`config.mk`:
```
export PLATFORM = sky130hd
export DESIGN_NAME = rr_arbiter_hold
export DESIGN_NICKNAME = d
export VERILOG_FILES = /design/src/rtl/rr_arbiter_hold.sv
export SDC_FILE = /design/constraint.sdc
export NUM_CORES = 1
export LEC_CHECK = 0
export ABC_AREA = 1
export CAP_MARGIN = 20
export CORE_UTILIZATION = 45
export CTS_BUF_LIST = sky130_fd_sc_hd__clkbuf_8
export DETAILED_ROUTE_END_ITERATION = 12
export HOLD_SLACK_MARGIN = 0.08
export PLACE_DENSITY = 0.81
export RECOVER_POWER = 25
export SLEW_MARGIN = 20
export SYNTH_ARGS = -nofsm -noshare
export SYNTH_HDL_FRONTEND = slang
export SYNTH_SLANG_ARGS = --single-unit
```
`constraint.sdc`:
```
create_clock -name CLK -period 2.7 [get_ports CLK]
set_input_delay 0.405 -clock CLK [delete_from_list [all_inputs] [get_ports CLK]]
set_output_delay 0.405 -clock CLK [all_outputs]
set_load 0.01 [all_outputs]
```
`src/rtl/rr_arbiter_hold.sv`:
```
// Round-robin arbiter with registered one-hot grants held until release or timeout.
// Winner is the lowest set bit of the request vector rotated by the priority pointer.
module rr_arbiter_hold #(
    parameter int unsigned N        = 4,
    parameter int unsigned MAX_HOLD = 15,
    parameter int unsigned CW       = 4,
    localparam int unsigned IW      = (N > 1) ? $clog2(N) : 1
) (
    input  logic          CLK,
    input  logic          RESET,
    input  logic [N-1:0]  REQ,
    input  logic          DONE,
    output logic [N-1:0]  GNT,
    output logic [IW-1:0] GNT_IDX,
    output logic          VALID,
    output logic          TIMEOUT
);

    typedef enum logic {StIdle, StBusy} state_e;

    state_e        state_q;
    logic [IW-1:0] ptr_q;
    logic [CW-1:0] hcnt_q;

    logic [2*N-1:0] req_dbl;
    logic [N-1:0]   req_rot;
    logic [N-1:0]   rot_iso;
    logic [IW-1:0]  rot_idx;
    logic [IW:0]    win_sum;
    logic [IW-1:0]  win_idx;
    logic           owner_req;
    logic           hold_max;
    logic           release_now;

    always_comb begin
        // Rotate right by ptr so the pointer position becomes bit 0 (highest priority).
        req_dbl = {REQ, REQ} >> ptr_q;
        req_rot = req_dbl[N-1:0];
        rot_iso = req_rot & ~(req_rot - N'(1));
        rot_idx = '0;
        for (int i = 0; i < N; i++) begin
            if (rot_iso[i]) begin
                rot_idx = IW'(i);
            end
        end
        win_sum = {1'b0, rot_idx} + {1'b0, ptr_q};
        win_idx = (win_sum >= (IW+1)'(N)) ? IW'(win_sum - (IW+1)'(N)) : win_sum[IW-1:0];
    end

    always_comb begin
        owner_req   = REQ[GNT_IDX];
        hold_max    = (hcnt_q == CW'(MAX_HOLD));
        release_now = DONE || !owner_req || hold_max;
    end

    always_ff @(posedge CLK or posedge RESET) begin
        if (RESET) begin
            state_q <= StIdle;
            ptr_q   <= '0;
            hcnt_q  <= '0;
            GNT     <= '0;
            GNT_IDX <= '0;
            VALID   <= 1'b0;
            TIMEOUT <= 1'b0;
        end else begin
            unique case (state_q)
                StIdle: begin
                    TIMEOUT <= 1'b0;
                    if (|REQ) begin
                        state_q <= StBusy;
                        GNT     <= N'(1) << win_idx;
                        GNT_IDX <= win_idx;
                        VALID   <= 1'b1;
                        hcnt_q  <= CW'(1);
                        ptr_q   <= (win_idx == IW'(N - 1)) ? '0 : win_idx + 1'b1;
                    end
                end
                StBusy: begin
                    if (release_now) begin
                        state_q <= StIdle;
                        GNT     <= '0;
                        GNT_IDX <= '0;
                        VALID   <= 1'b0;
                        hcnt_q  <= '0;
                        // Timeout only when the hold limit was the sole reason to let go.
                        TIMEOUT <= !DONE && owner_req;
                    end else begin
                        // Release fires at MAX_HOLD, so this never passes the limit.
                        hcnt_q <= hcnt_q + 1'b1;
                    end
                end
                default: begin
                    state_q <= StIdle;
                end
            endcase
        end
    end

endmodule

```
**After elaboration in Yosys (flattened, before gate mapping)**

Cells that the tools add are included.

- $add $sub $neg: 5
- Magnitude comparators: 2
- Equality and inequality tests: 4
- Shifts and indexed selects: 2
- Muxes and demuxes: 24
- Bitwise operators: 3
- Reduce and logical (&&, ||, !) cells: 8

Operators by type and width:

| kind | count |
|---|---|
| two-way mux 4 bit | 4 |
| one-hot mux 4 bit (2 select lines) | 2 |
| two-way mux 2 bit | 6 |
| right shift 8 x 2 -> 4 bit | 1 |
| two-way mux 1 bit | 7 |
| one-hot mux 1 bit (2 select lines) | 3 |
| adder 4 x 1 -> 4 bit, second input constant | 1 |
| bitwise AND 4 bit | 1 |
| == test 4 bit, second input constant | 1 |
| NOT 4 bit | 1 |
| one-hot mux 2 bit (2 select lines) | 1 |
| AND reduction 2 bit | 2 |
| OR reduction 4 bit | 1 |
| << shifter 1 x 2 -> 4 bit, first input constant | 1 |
| subtractor 4 x 1 -> 4 bit, second input constant | 1 |
| adder 2 x 2 -> 3 bit | 1 |
| >= comparator 3 bit, second input constant | 1 |
| less-than comparator 2 x 3 -> 1 bit, second input constant | 1 |
| adder 2 x 1 -> 2 bit, second input constant | 1 |
| binary-select mux 1 bit (select 2 bit) | 1 |
| == test 2 bit, second input constant | 1 |
| logical NOT 1 bit | 2 |
| logical OR 1 bit | 2 |
| != test 2 x 1 -> 1 bit, second input constant | 1 |
| 4 further kinds | 4 |

- Bits in registers: 15
- Bits of input ports: 7

**Depth between registers and ports, before layout**

Gate-level depths: netlist of the first run.

- Depth after elaboration: 13
- Mapped depth: 14
- Depth with buffers taken out: 14

**Worst setup path before layout of the first run**

No wires, ideal clock.

- Kind: flip-flop to flip-flop
- Start: reg ptr_q[0]
- End: reg ptr_q[1]
- Library setup time: 126 ps
- Arrival: 1,871 ps
- Data required time: 2,574 ps
- Path slack: 702 ps
- Cell stages (with the launch flop): 15
- Buffers on the path: 0
- Period minus slack after synthesis: 1,998 ps
- Cell sequence: dfrtp_1 -> inv_2 -> nand2_1 -> nand3_1 -> nand2_1 -> nand3_1 -> a21boi_0 -> ha_1 -> xor2_1 -> inv_1 -> nand3_2 -> nand2_2 -> ha_1 -> nand2_1 -> o21ai_0

- Cells in the longest elaborated chain, start to end: 12

Ends and longest elaborated chain:

| item | RTL line | source |
|---|---|---|
| start: declaration | 22 | `logic [IW-1:0] ptr_q;` |
| start signal: assignment | 75 | `ptr_q <= (win_idx == IW'(N - 1)) ? '0 : win_idx + 1'b1;` |
| right shift 8 x 2 -> 4 bit | 37 | `req_dbl = {REQ, REQ} >> ptr_q;` |
| subtractor 4 x 1 -> 4 bit | 39 | `rot_iso = req_rot & ~(req_rot - N'(1));` |
| NOT 4 bit | 39 |  |
| bitwise AND 4 bit | 39 |  |
| two-way mux 1 bit | 42 | `if (rot_iso[i]) begin` |
| two-way mux 2 bit (2 in series) | 42 |  |
| adder 2 x 2 -> 3 bit * | 46 | `win_sum = {1'b0, rot_idx} + {1'b0, ptr_q};` |
| >= comparator 3 bit or subtractor 2 x 1 -> 2 bit (tied branches) | 47 | `win_idx = (win_sum >= (IW+1)'(N)) ? IW'(win_sum - (IW+1)'(N)) : win_sum[IW-1:0];` |
| two-way mux 2 bit * | 47 |  |
| adder 2 x 1 -> 2 bit or == test 2 bit (tied branches) | 75 |  |
| two-way mux 2 bit * | 75 |  |

Mark *: on every way between the ends. The rest lies on a longest branch, timed or not.
A chain may end at the register's enable or synchronous reset.

**Worst setup path in the final report of the first run**

- Start: in REQ[1]
- End: reg ptr_q[1]

- Cells in the longest elaborated chain, start to end: 12

Ends and longest elaborated chain:

| item | RTL line | source |
|---|---|---|
| start: declaration | 11 | `input logic [N-1:0] REQ,` |
| right shift 8 x 2 -> 4 bit | 37 |  |
| subtractor 4 x 1 -> 4 bit | 39 |  |
| NOT 4 bit | 39 |  |
| bitwise AND 4 bit | 39 |  |
| two-way mux 1 bit | 42 |  |
| two-way mux 2 bit (2 in series) | 42 |  |
| adder 2 x 2 -> 3 bit | 46 |  |
| >= comparator 3 bit or subtractor 2 x 1 -> 2 bit (tied branches) | 47 |  |
| two-way mux 2 bit | 47 |  |
| adder 2 x 1 -> 2 bit or == test 2 bit (tied branches) | 75 |  |
| two-way mux 2 bit | 75 |  |

Several ways; a longest one is shown, not always the timed one.

==> flow_summary.ini, run 1 <==
[drt]
wl_per_cell_um = 10.3
wl_mm = 1.63
first_iter_violations = 11
first_pass_iters = 4
vias_per_cell = 4.87
drc_errors = 0
routed-via-count = 769
ant_nets = 0

[power]
clockPowerShare = 0.155
intPower_mw = 0.663
leakage_nw = 0.571
pwr-share-comb = 0.540
p_sw_frac = 0.442
switching_power_mw = 0.525
peakVddDrop_v = 0.000667
p_per_area_nw_per_um2 = 1100
p_seq_frac = 0.306

[timing]
worst_pin_slew_ns = 0.542
timing.final.hold_violations = 0
max_freq_mhz = 421
tns_ns = 0
holdWs_ns = 0.478
relSlewSlack = 0.638
finalSetupViolations = 0
fin_crit_sh = 0.880
finalCriticalPeriod_ns = 2.38
grt_setup_unrepaired = false
skew_ns = 0.00549
fin_ws_ns = 0.323
drv_slew = 0

[grt]
busiest_layer = met2
antenna_found_initial = 0
grt_remaining_overflow = 0
grt_max_degree = 16
use_met2 = 0.280
use_met1 = 0.253
track_usage = 0.188
grtUsageMet3 = 0.0437
first_global_vias = 695
grt_pass1_wl_mm = 2.80

[setup_path]
startpoint_type = input pin
cp_top_family = simple AND/OR/NAND/NOR gates
crit_chain = clkdlybuf4s50_1 -> nand2_1 -> nand3_1 -> nand2_1 -> nand3_1 -> a21boi_0 -> ha_1 -> xor2_1 -> inv_1 -> nand3_2 -> nand2_2 -> ha_1 -> nand2_1 -> o21ai_0
timing.critical_path.buf_inv = 2
rr_worst_depth = 14
startpoint = REQ[1]
critPathKind = input pin to flop
slowest_delay_ns = 0.48
cp.depth = 14
worst_path_max_delay_cell = clkdlybuf4s50_1
crit_required_ns = 2.83
r2r_start = ptr_q[0]$_DFFE_PP0P_
cp_common_cell = nand2_1
arrival_ns = 2.51
critPathMaxFanout = 4
critPathCaptureType = flop
regToRegEndpoint = ptr_q[1]$_DFFE_PP0P_
rrSetupSlack_ns = 0.46

[synth]
syn_nets = 125
synth_area_leaders = dfrtp_1 (44%), nand2_1 (17%), nand3_1 (8.1%)
ys_types = 16
ys_seq_elements = 15
synth_area_leader_cell = dfrtp_1
syn_inst = 115
yosysTopAreaCellShare = 0.436
yosysSeqAreaShare = 0.436
synth_area_um2 = 861
synth.avg_cell_area_um2 = 7.49
ys_warn_count = 0

[die]
die-area_um2 = 2090
core-area_um2 = 1760
die_x_um = 45.7
start_util = 0.488
io_pins = 15
die_y_um = 45.7
fp-row-count = 15

[run_status]
outcome = finished, final reports clean

[cts]
clockRootBuffer = clkbuf_8
clk_pin_slew_worst_paths_ns = 0.06
clk_latency_ns = 0.25
ctsHoldBuffers = 0
clock_path_buffers = 2
cts_tree = built
postCtsSetupBuffers = 0
h-tree-depth = 1
cts.sinks = 15
ctsResizeCount = 0
cts-buffers-inserted = 3

[final_layout]
n_antenna_cell = 0
utilization = 0.611
area_growth_pct = 25.3
fin_area_um2 = 1080
fin_nets = 144
num-fill-cells = 163
drive_gt1_frac = 0.0977

[placement]
portBuffers = 14
dpl.hpwl_mm = 1.25
post-place-ws_ns = 0.0567
postPlaceCellArea_um2 = 1030
place_congestion = 0.787

[flow_run]
max_cap_violations = 0

[hold_path]
hold_end = GNT[3]$_DFFE_PP0P_
whs_path_depth = 2
min_path_type = flop to flop
min-delay-start = GNT[3]$_DFFE_PP0P_
how the worst max path moves through the flow:
stage	to	slack, ns
finish	ptr_q[1]$_DFFE_PP0P_	0.32
global placement	ptr_q[1]$_DFFE_PP0P_	0.18
CTS	ptr_q[1]$_DFFE_PP0P_	0.31
detailed placement	ptr_q[1]$_DFFE_PP0P_	0.06
floorplan	ptr_q[1]$_DFFE_PP0P_	0.70
global route	ptr_q[1]$_DFFE_PP0P_	0.11
state kept, by name, indices dropped and copies added (netlist names):
signal	count
state_q	1
TIMEOUT	1
hcnt_q	4
GNT	4
VALID	1
GNT_IDX	2
ptr_q	2
cell usage in the layout (no fill, tap or decap), types with 3 or more instances in the layout:
cell             netlist  routed
nand2_1               39      39
nand3_1               14      14
a21boi_0               3       3
clkdlybuf4s50_1        0      13
o21ai_0                8       8
ha_1                   3       3
inv_2                  3       3
nand2_2                4       4
inv_1                 14      14
dfrtp_1               15      15
clkbuf_8               0       3
nor2_1                 4       4
worst reg2reg max path, stage by stage (launching register included):
cell and delay (ns):
dfrtp_1 0.45, inv_2 0.09, nand2_1 0.08, nand3_1 0.07, nand2_1 0.11, nand3_1 0.07
a21boi_0 0.17, ha_1 0.19, xor2_1 0.22, inv_1 0.08, nand3_2 0.10, nand2_2 0.08
ha_1 0.28, nand2_1 0.07, o21ai_0 0.07
per-stage QoR:
stage | std cells | power, mW
CTS | 158 | 1.20
floorplan | 115 | 0.823
finish | 158 | 1.19
global route | 158 | 1.30
global placement | 154 | 0.975
detailed placement | 154 | 1.01
metal layers:
layer	part of all wire	vias to the layer above
met5	0	-
met4	0.017	0
met3	0.060	3
met2	0.41	23
met1	0.51	340
li1	-	403
cell families after synthesis:
family | after synthesis | share of synthesized area
AND/OR/NAND/NOR | 63 | 0.321
buffers and inverters | 17 | 0.0741
flip-flops | 15 | 0.436
AO/OA/AOI/OAI | 14 | 0.0945
XOR/XNOR | 3 | 0.0305
adder cells (fa/ha/maj) | 3 | 0.0436
cell type report:
class	count	area, um^2	area share
Clock buffer	3	41.3	0.0383
Clock inverter	1	5.00	0.00464
Inverter	17	63.8	0.0592
Multi-Input combinational cell	83	422	0.391
Sequential cell	15	375	0.348
Tap cell	25	31.3	0.0290
Timing Repair Buffer	14	140	0.130
synth_stat cells:
cell	instances
dfrtp_1	15
o21ai_0	8
nor2_1	4
xnor2_1	1
o22ai_1	1
o211ai_1	1
a21oi_1	1
nand3_1	14
inv_2	3
nand2_1	39
xor2_1	2
nand3_2	2
ha_1	3
a21boi_0	3
inv_1	14
nand2_2	4
power by group through the flow:
stage / Clock, mW / Combinational, mW / Sequential, mW
3_5_place_dp: 0 / 0.643 / 0.366
5_1_grt: 0.196 / 0.728 / 0.376
4_1_cts: 0.185 / 0.648 / 0.362
3_3_place_gp: 0 / 0.612 / 0.363
6_report: 0.184 / 0.641 / 0.363
2_1_floorplan: 0 / 0.451 / 0.372
Power figures use the tool's default switching activity.
==> run 2: changes to the inputs <==
--- a/config.mk
+++ b/config.mk
@@ -13,6 +13,7 @@
 export HOLD_SLACK_MARGIN = 0.08
 export PLACE_DENSITY = 0.81
 export RECOVER_POWER = 25
+export SETUP_SLACK_MARGIN = 0.3
 export SLEW_MARGIN = 20
 export SYNTH_ARGS = -nofsm -noshare
 export SYNTH_HDL_FRONTEND = slang
==> flow_summary.ini, run 2 (synthesis gave the netlist of run 1 again) <==
[die]
io_pins = 15
fp-row-count = 15
die-area_um2 = 2090
start_util = 0.488
die_y_um = 45.7
core-area_um2 = 1760
die_x_um = 45.7

[setup_path]
critPathCaptureType = flop
worst_path_max_delay_cell = clkdlybuf4s50_1
startpoint = REQ[3]
rr_worst_depth = 14
critPathKind = input pin to flop
startpoint_type = input pin
slowest_delay_ns = 0.44
crit_chain = clkdlybuf4s50_1 -> nand2_1 -> nand3_1 -> nand2_1 -> nand3_1 -> a21boi_2 -> ha_2 -> xor2_2 -> inv_1 -> nand3_2 -> nand2_2 -> ha_1 -> nand2_1 -> o21ai_0
regToRegEndpoint = ptr_q[1]$_DFFE_PP0P_
timing.critical_path.buf_inv = 2
cp_common_cell = nand2_1
arrival_ns = 2.38
crit_required_ns = 2.83
critPathMaxFanout = 3
cp_top_family = simple AND/OR/NAND/NOR gates
rrSetupSlack_ns = 0.52
r2r_start = ptr_q[0]$_DFFE_PP0P_

[drt]
vias_per_cell = 4.87
wl_mm = 1.66
wl_per_cell_um = 10.5
drc_errors = 0
first_iter_violations = 20
first_pass_iters = 6
ant_nets = 0
routed-via-count = 769

[power]
p_per_area_nw_per_um2 = 1110
intPower_mw = 0.679
clockPowerShare = 0.151
peakVddDrop_v = 0.000693
p_sw_frac = 0.442
switching_power_mw = 0.538
leakage_nw = 0.598
p_seq_frac = 0.301
pwr-share-comb = 0.548

[final_layout]
mostFrequentLayoutCell = nand2_1
layout.cells.non_filler = 158
n_antenna_cell = 0
final_cell_mix = nand2_1 (39), dfrtp_1 (15), inv_1 (14), nand3_1 (14), clkdlybuf4s50_1 (10)
drive_gt1_frac = 0.120
largestRegisters = GNT (4), hcnt_q (4)
fin_nets = 144
utilization = 0.623
num-fill-cells = 160
area_growth_pct = 27.8

[timing]
finalCriticalPeriod_ns = 2.25
fin_ws_ns = 0.451
timing.final.hold_violations = 0
max_freq_mhz = 445
relSlewSlack = 0.638
worst_pin_slew_ns = 0.542
drv_slew = 0
holdWs_ns = 0.478
fin_crit_sh = 0.833
tns_ns = 0
grt_setup_unrepaired = false
skew_ns = 0.00549
finalSetupViolations = 0

[grt]
grt_pass1_wl_mm = 2.80
grt_remaining_overflow = 0
track_usage = 0.188
grt_max_degree = 16
antenna_found_initial = 0
first_global_vias = 695

[hold_path]
hold_end = GNT[3]$_DFFE_PP0P_
whs_path_depth = 2
min-delay-start = GNT[3]$_DFFE_PP0P_
min_path_type = flop to flop

[cts]
clk_pin_slew_worst_paths_ns = 0.06
h-tree-depth = 1
ctsHoldBuffers = 0
cts_tree = built
clk_latency_ns = 0.25
clockRootBuffer = clkbuf_8
cts.sinks = 15
clock_path_buffers = 2
cts-buffers-inserted = 3

[placement]
dpl.hpwl_mm = 1.25
portBuffers = 14
dp_cells = 154
place_congestion = 0.787
post-place-ws_ns = 0.0567

[run_status]
outcome = finished, final reports clean

[flow_run]
max_cap_violations = 0
run 2: changes by cell type in the layout (fill, tap and decap cells not counted):
cell / delta
ha_2: +1
ha_1: -1
a21boi_0: -1
clkdlybuf4s50_1: -3
dlymetal6s2s_1: +3
a21boi_2: +1
xor2_2: +1
xor2_1: -1
run 2: per-stage QoR:
stage          instance area [um^2]  total power [mW]
2_1_floorplan                   861             0.823
3_3_place_gp                   1030             0.975
3_5_place_dp                   1030              1.01
4_1_cts                        1080              1.20
5_1_grt                        1100              1.33
6_report                       1100              1.22
run 2: cell type report:
class / instances / area, um^2 / area share
clock buffer: 3 / 41.3 / 0.0375
clock inverter: 1 / 5.00 / 0.00455
sequential: 15 / 375 / 0.341
multi-input combinational: 83 / 435 / 0.396
inverter: 17 / 63.8 / 0.0580
timing repair buffer: 14 / 148 / 0.134
tap: 25 / 31.3 / 0.0284
run 2: timing repair:
item                       4_1_cts  5_1_grt
gates resized for setup          0        7
setup endpoints to repair        0        3
hold endpoints to repair         0        0
buffers inserted                 0        0
run 2: per-layer routing:
metal / part of all wire / track usage
met1: 0.51 / 0.253
met4: 0.017 / 0.100
met5: 0 / 0
met3: 0.057 / 0.0437
met2: 0.42 / 0.280
run 2: worst reg2reg max path: stages, from the launching register on:
cell and delay, ns:
dfrtp_1 0.44, inv_2 0.09, nand2_1 0.09, nand3_1 0.08, nand2_1 0.12, nand3_1 0.09
a21boi_2 0.13, ha_2 0.19, xor2_2 0.17, inv_1 0.07, nand3_2 0.10, nand2_2 0.08
ha_1 0.28, nand2_1 0.07, o21ai_0 0.07
run 2: how the worst max path moves through the flow:
stage / endpoint / slack [ns] / depth (start not counted)
after floorplan: ptr_q[1]$_DFFE_PP0P_ / 0.70 / 14
after global placement: ptr_q[1]$_DFFE_PP0P_ / 0.18 / 14
after detailed placement: ptr_q[1]$_DFFE_PP0P_ / 0.06 / 14
after CTS: ptr_q[1]$_DFFE_PP0P_ / 0.31 / 14
after global routing: ptr_q[1]$_DFFE_PP0P_ / 0.33 / 14
final: ptr_q[1]$_DFFE_PP0P_ / 0.45 / 14
run 2: power groups by stage:
| stage | Clock [mW] | Combinational (mW) | Sequential [mW] |
|---|---|---|---|
| floorplan | 0 | 0.451 | 0.372 |
| global placement | 0 | 0.612 | 0.363 |
| detailed placement | 0 | 0.643 | 0.366 |
| CTS | 0.185 | 0.648 | 0.362 |
| global route | 0.196 | 0.754 | 0.380 |
| finish | 0.184 | 0.667 | 0.366 |
==> run 3: changes to the inputs <==
==> constraint.sdc (replaced) <==
create_clock -name CLK -period 2.2 [get_ports CLK]
set_input_delay 0.33 -clock CLK [delete_from_list [all_inputs] [get_ports CLK]]
set_output_delay 0.33 -clock CLK [all_outputs]
set_load 0.01 [all_outputs]
==> flow_summary.ini, run 3 (synthesis gave the netlist of run 1 again) <==
[run_status]
outcome = finished, final reports clean

[die]
die_x_um = 45.7
start_util = 0.488
die_y_um = 45.7
fp-row-count = 15
die-area_um2 = 2090
io_pins = 15
core-area_um2 = 1760

[grt]
track_usage = 0.213
grt_remaining_overflow = 0
grt_max_degree = 16
grt_pass1_wl_mm = 3.12
first_global_vias = 779
antenna_found_initial = 0

[final_layout]
multiInputGateArea_um2 = 500
layout.cells.non_filler = 173
fin_nets = 159
drive_gt1_frac = 0.324
n_antenna_cell = 0
fin_area_um2 = 1280
utilization = 0.723
area_growth_pct = 48.3
mostFrequentLayoutCell = nand2_1
num-fill-cells = 140
largestRegisters = GNT (4), hcnt_q (4)
final_cell_mix = nand2_1 (30), inv_1 (14), buf_4 (14)
seq_area_um2 = 378

[cts]
clk_latency_ns = 0.25
ctsHoldBuffers = 0
clk_pin_slew_worst_paths_ns = 0.06
cts-buffers-inserted = 3
clockRootBuffer = clkbuf_8
clock_path_buffers = 2
cts_tree = built
cts.sinks = 15
h-tree-depth = 1

[drt]
wl_per_cell_um = 12.3
vias_per_cell = 4.92
wl_mm = 2.13
routed-via-count = 852
first_pass_iters = 4
first_iter_violations = 25
wl_met3_um = 135
drc_errors = 0
ant_nets = 0
met2WireLength_mm = 1.04
wl_met1_um = 951
highest_layer = met3

[power]
intPower_mw = 1.06
p_per_area_nw_per_um2 = 1480
pwr-share-comb = 0.636
leakage_nw = 0.664
switching_power_mw = 0.820
p_sw_frac = 0.435
peakVddDrop_v = 0.000923
power_mw = 1.88
clockPowerShare = 0.116
p_seq_frac = 0.248

[setup_path]
arrival_ns = 2.20
critPathMaxFanout = 5
rr_worst_depth = 13
startpoint_type = flop
critPathCaptureType = flop
crit_required_ns = 2.36
critPathKind = flop to flop

[placement]
place_congestion = 0.815
dpl.hpwl_mm = 1.38
postPlaceCellArea_um2 = 1110
post-place-ws_ns = -0.141
dp_cells = 161
portBuffers = 14

[timing]
timing.final.hold_violations = 0
finalSetupViolations = 0
finalCriticalPeriod_ns = 2.03
skew_ns = 0.00327
max_freq_mhz = 491
tns_ns = 0
relSlewSlack = 0.631
worst_pin_slew_ns = 0.553
grt_setup_unrepaired = true
holdWs_ns = 0.481
fin_ws_ns = 0.165
fin_crit_sh = 0.925
drv_slew = 0

[flow_run]
max_cap_violations = 0

[hold_path]
min_path_type = flop to flop
whs_path_depth = 2
[run 3: cell count changes in the layout (fill, tap and decap cells not counted), moves of 3 or more]
cell,delta
buf_4,+14
nand2_1,-9
nand2_2,+8
nand3_1,-5
nand3_2,+5
dlygate4sd2_1,+4
dlymetal6s2s_1,-3
[run 3: final timing paths]
check	from	to	slack (ns)
setup / recovery	ptr_q[0]$_DFFE_PP0P_	ptr_q[1]$_DFFE_PP0P_	0.17
setup reg to reg	ptr_q[0]$_DFFE_PP0P_	ptr_q[1]$_DFFE_PP0P_	0.17
hold / removal	GNT[1]$_DFFE_PP0P_	GNT[1]$_DFFE_PP0P_	0.48
max in group asynchronous	RESET	ptr_q[1]$_DFFE_PP0P_	1.24
hold reg to reg	GNT[1]$_DFFE_PP0P_	GNT[1]$_DFFE_PP0P_	0.48
min in group asynchronous	RESET	hcnt_q[3]$_DFFE_PP0P_	0.57
[run 3: power groups by stage]
stage                     registers [mW]  logic [mW]  clock network, mW
after CTS                          0.457        1.09              0.222
after detailed placement           0.460       0.962                  0
after floorplan                    0.462       0.624                  0
after global routing               0.475        1.32              0.238
after global placement             0.452       0.923                  0
final                              0.467        1.20              0.218
[run 3: metal layers]
metal / track usage / vias up
met1: 0.273 / 394
met4: 0.0294 / 0
met2: 0.360 / 27
met5: 0 / -
li1: - / 431
met3: 0.0714 / 0
[run 3: final cells by class]
class | count | share of cell area
multi-input combinational | 83 | 0.392
sequential | 15 | 0.296
tap | 25 | 0.0245
clock inverter | 1 | 0.00392
clock buffer | 3 | 0.0324
inverter | 17 | 0.0539
timing repair buffer | 29 | 0.197
[run 3: worst max-delay path, cell delays in order, from the launching register on]
cell	delay, ns
dfrtp_2	0.45
buf_6	0.13
nand2_1	0.08
nand3_2	0.10
nand3_2	0.09
a21boi_2	0.14
ha_2	0.20
xor2_2	0.17
inv_1	0.07
nand3_2	0.07
nand2_2	0.07
ha_4	0.26
nand2_1	0.04
o21ai_1	0.09
[run 3: timing repair]
action                     in CTS  in global routing
hold endpoints to repair        0                  0
pin swaps                       4                  8
setup buffers                   6                  2
gates resized for setup        13                 11
setup endpoints to repair       5                  7
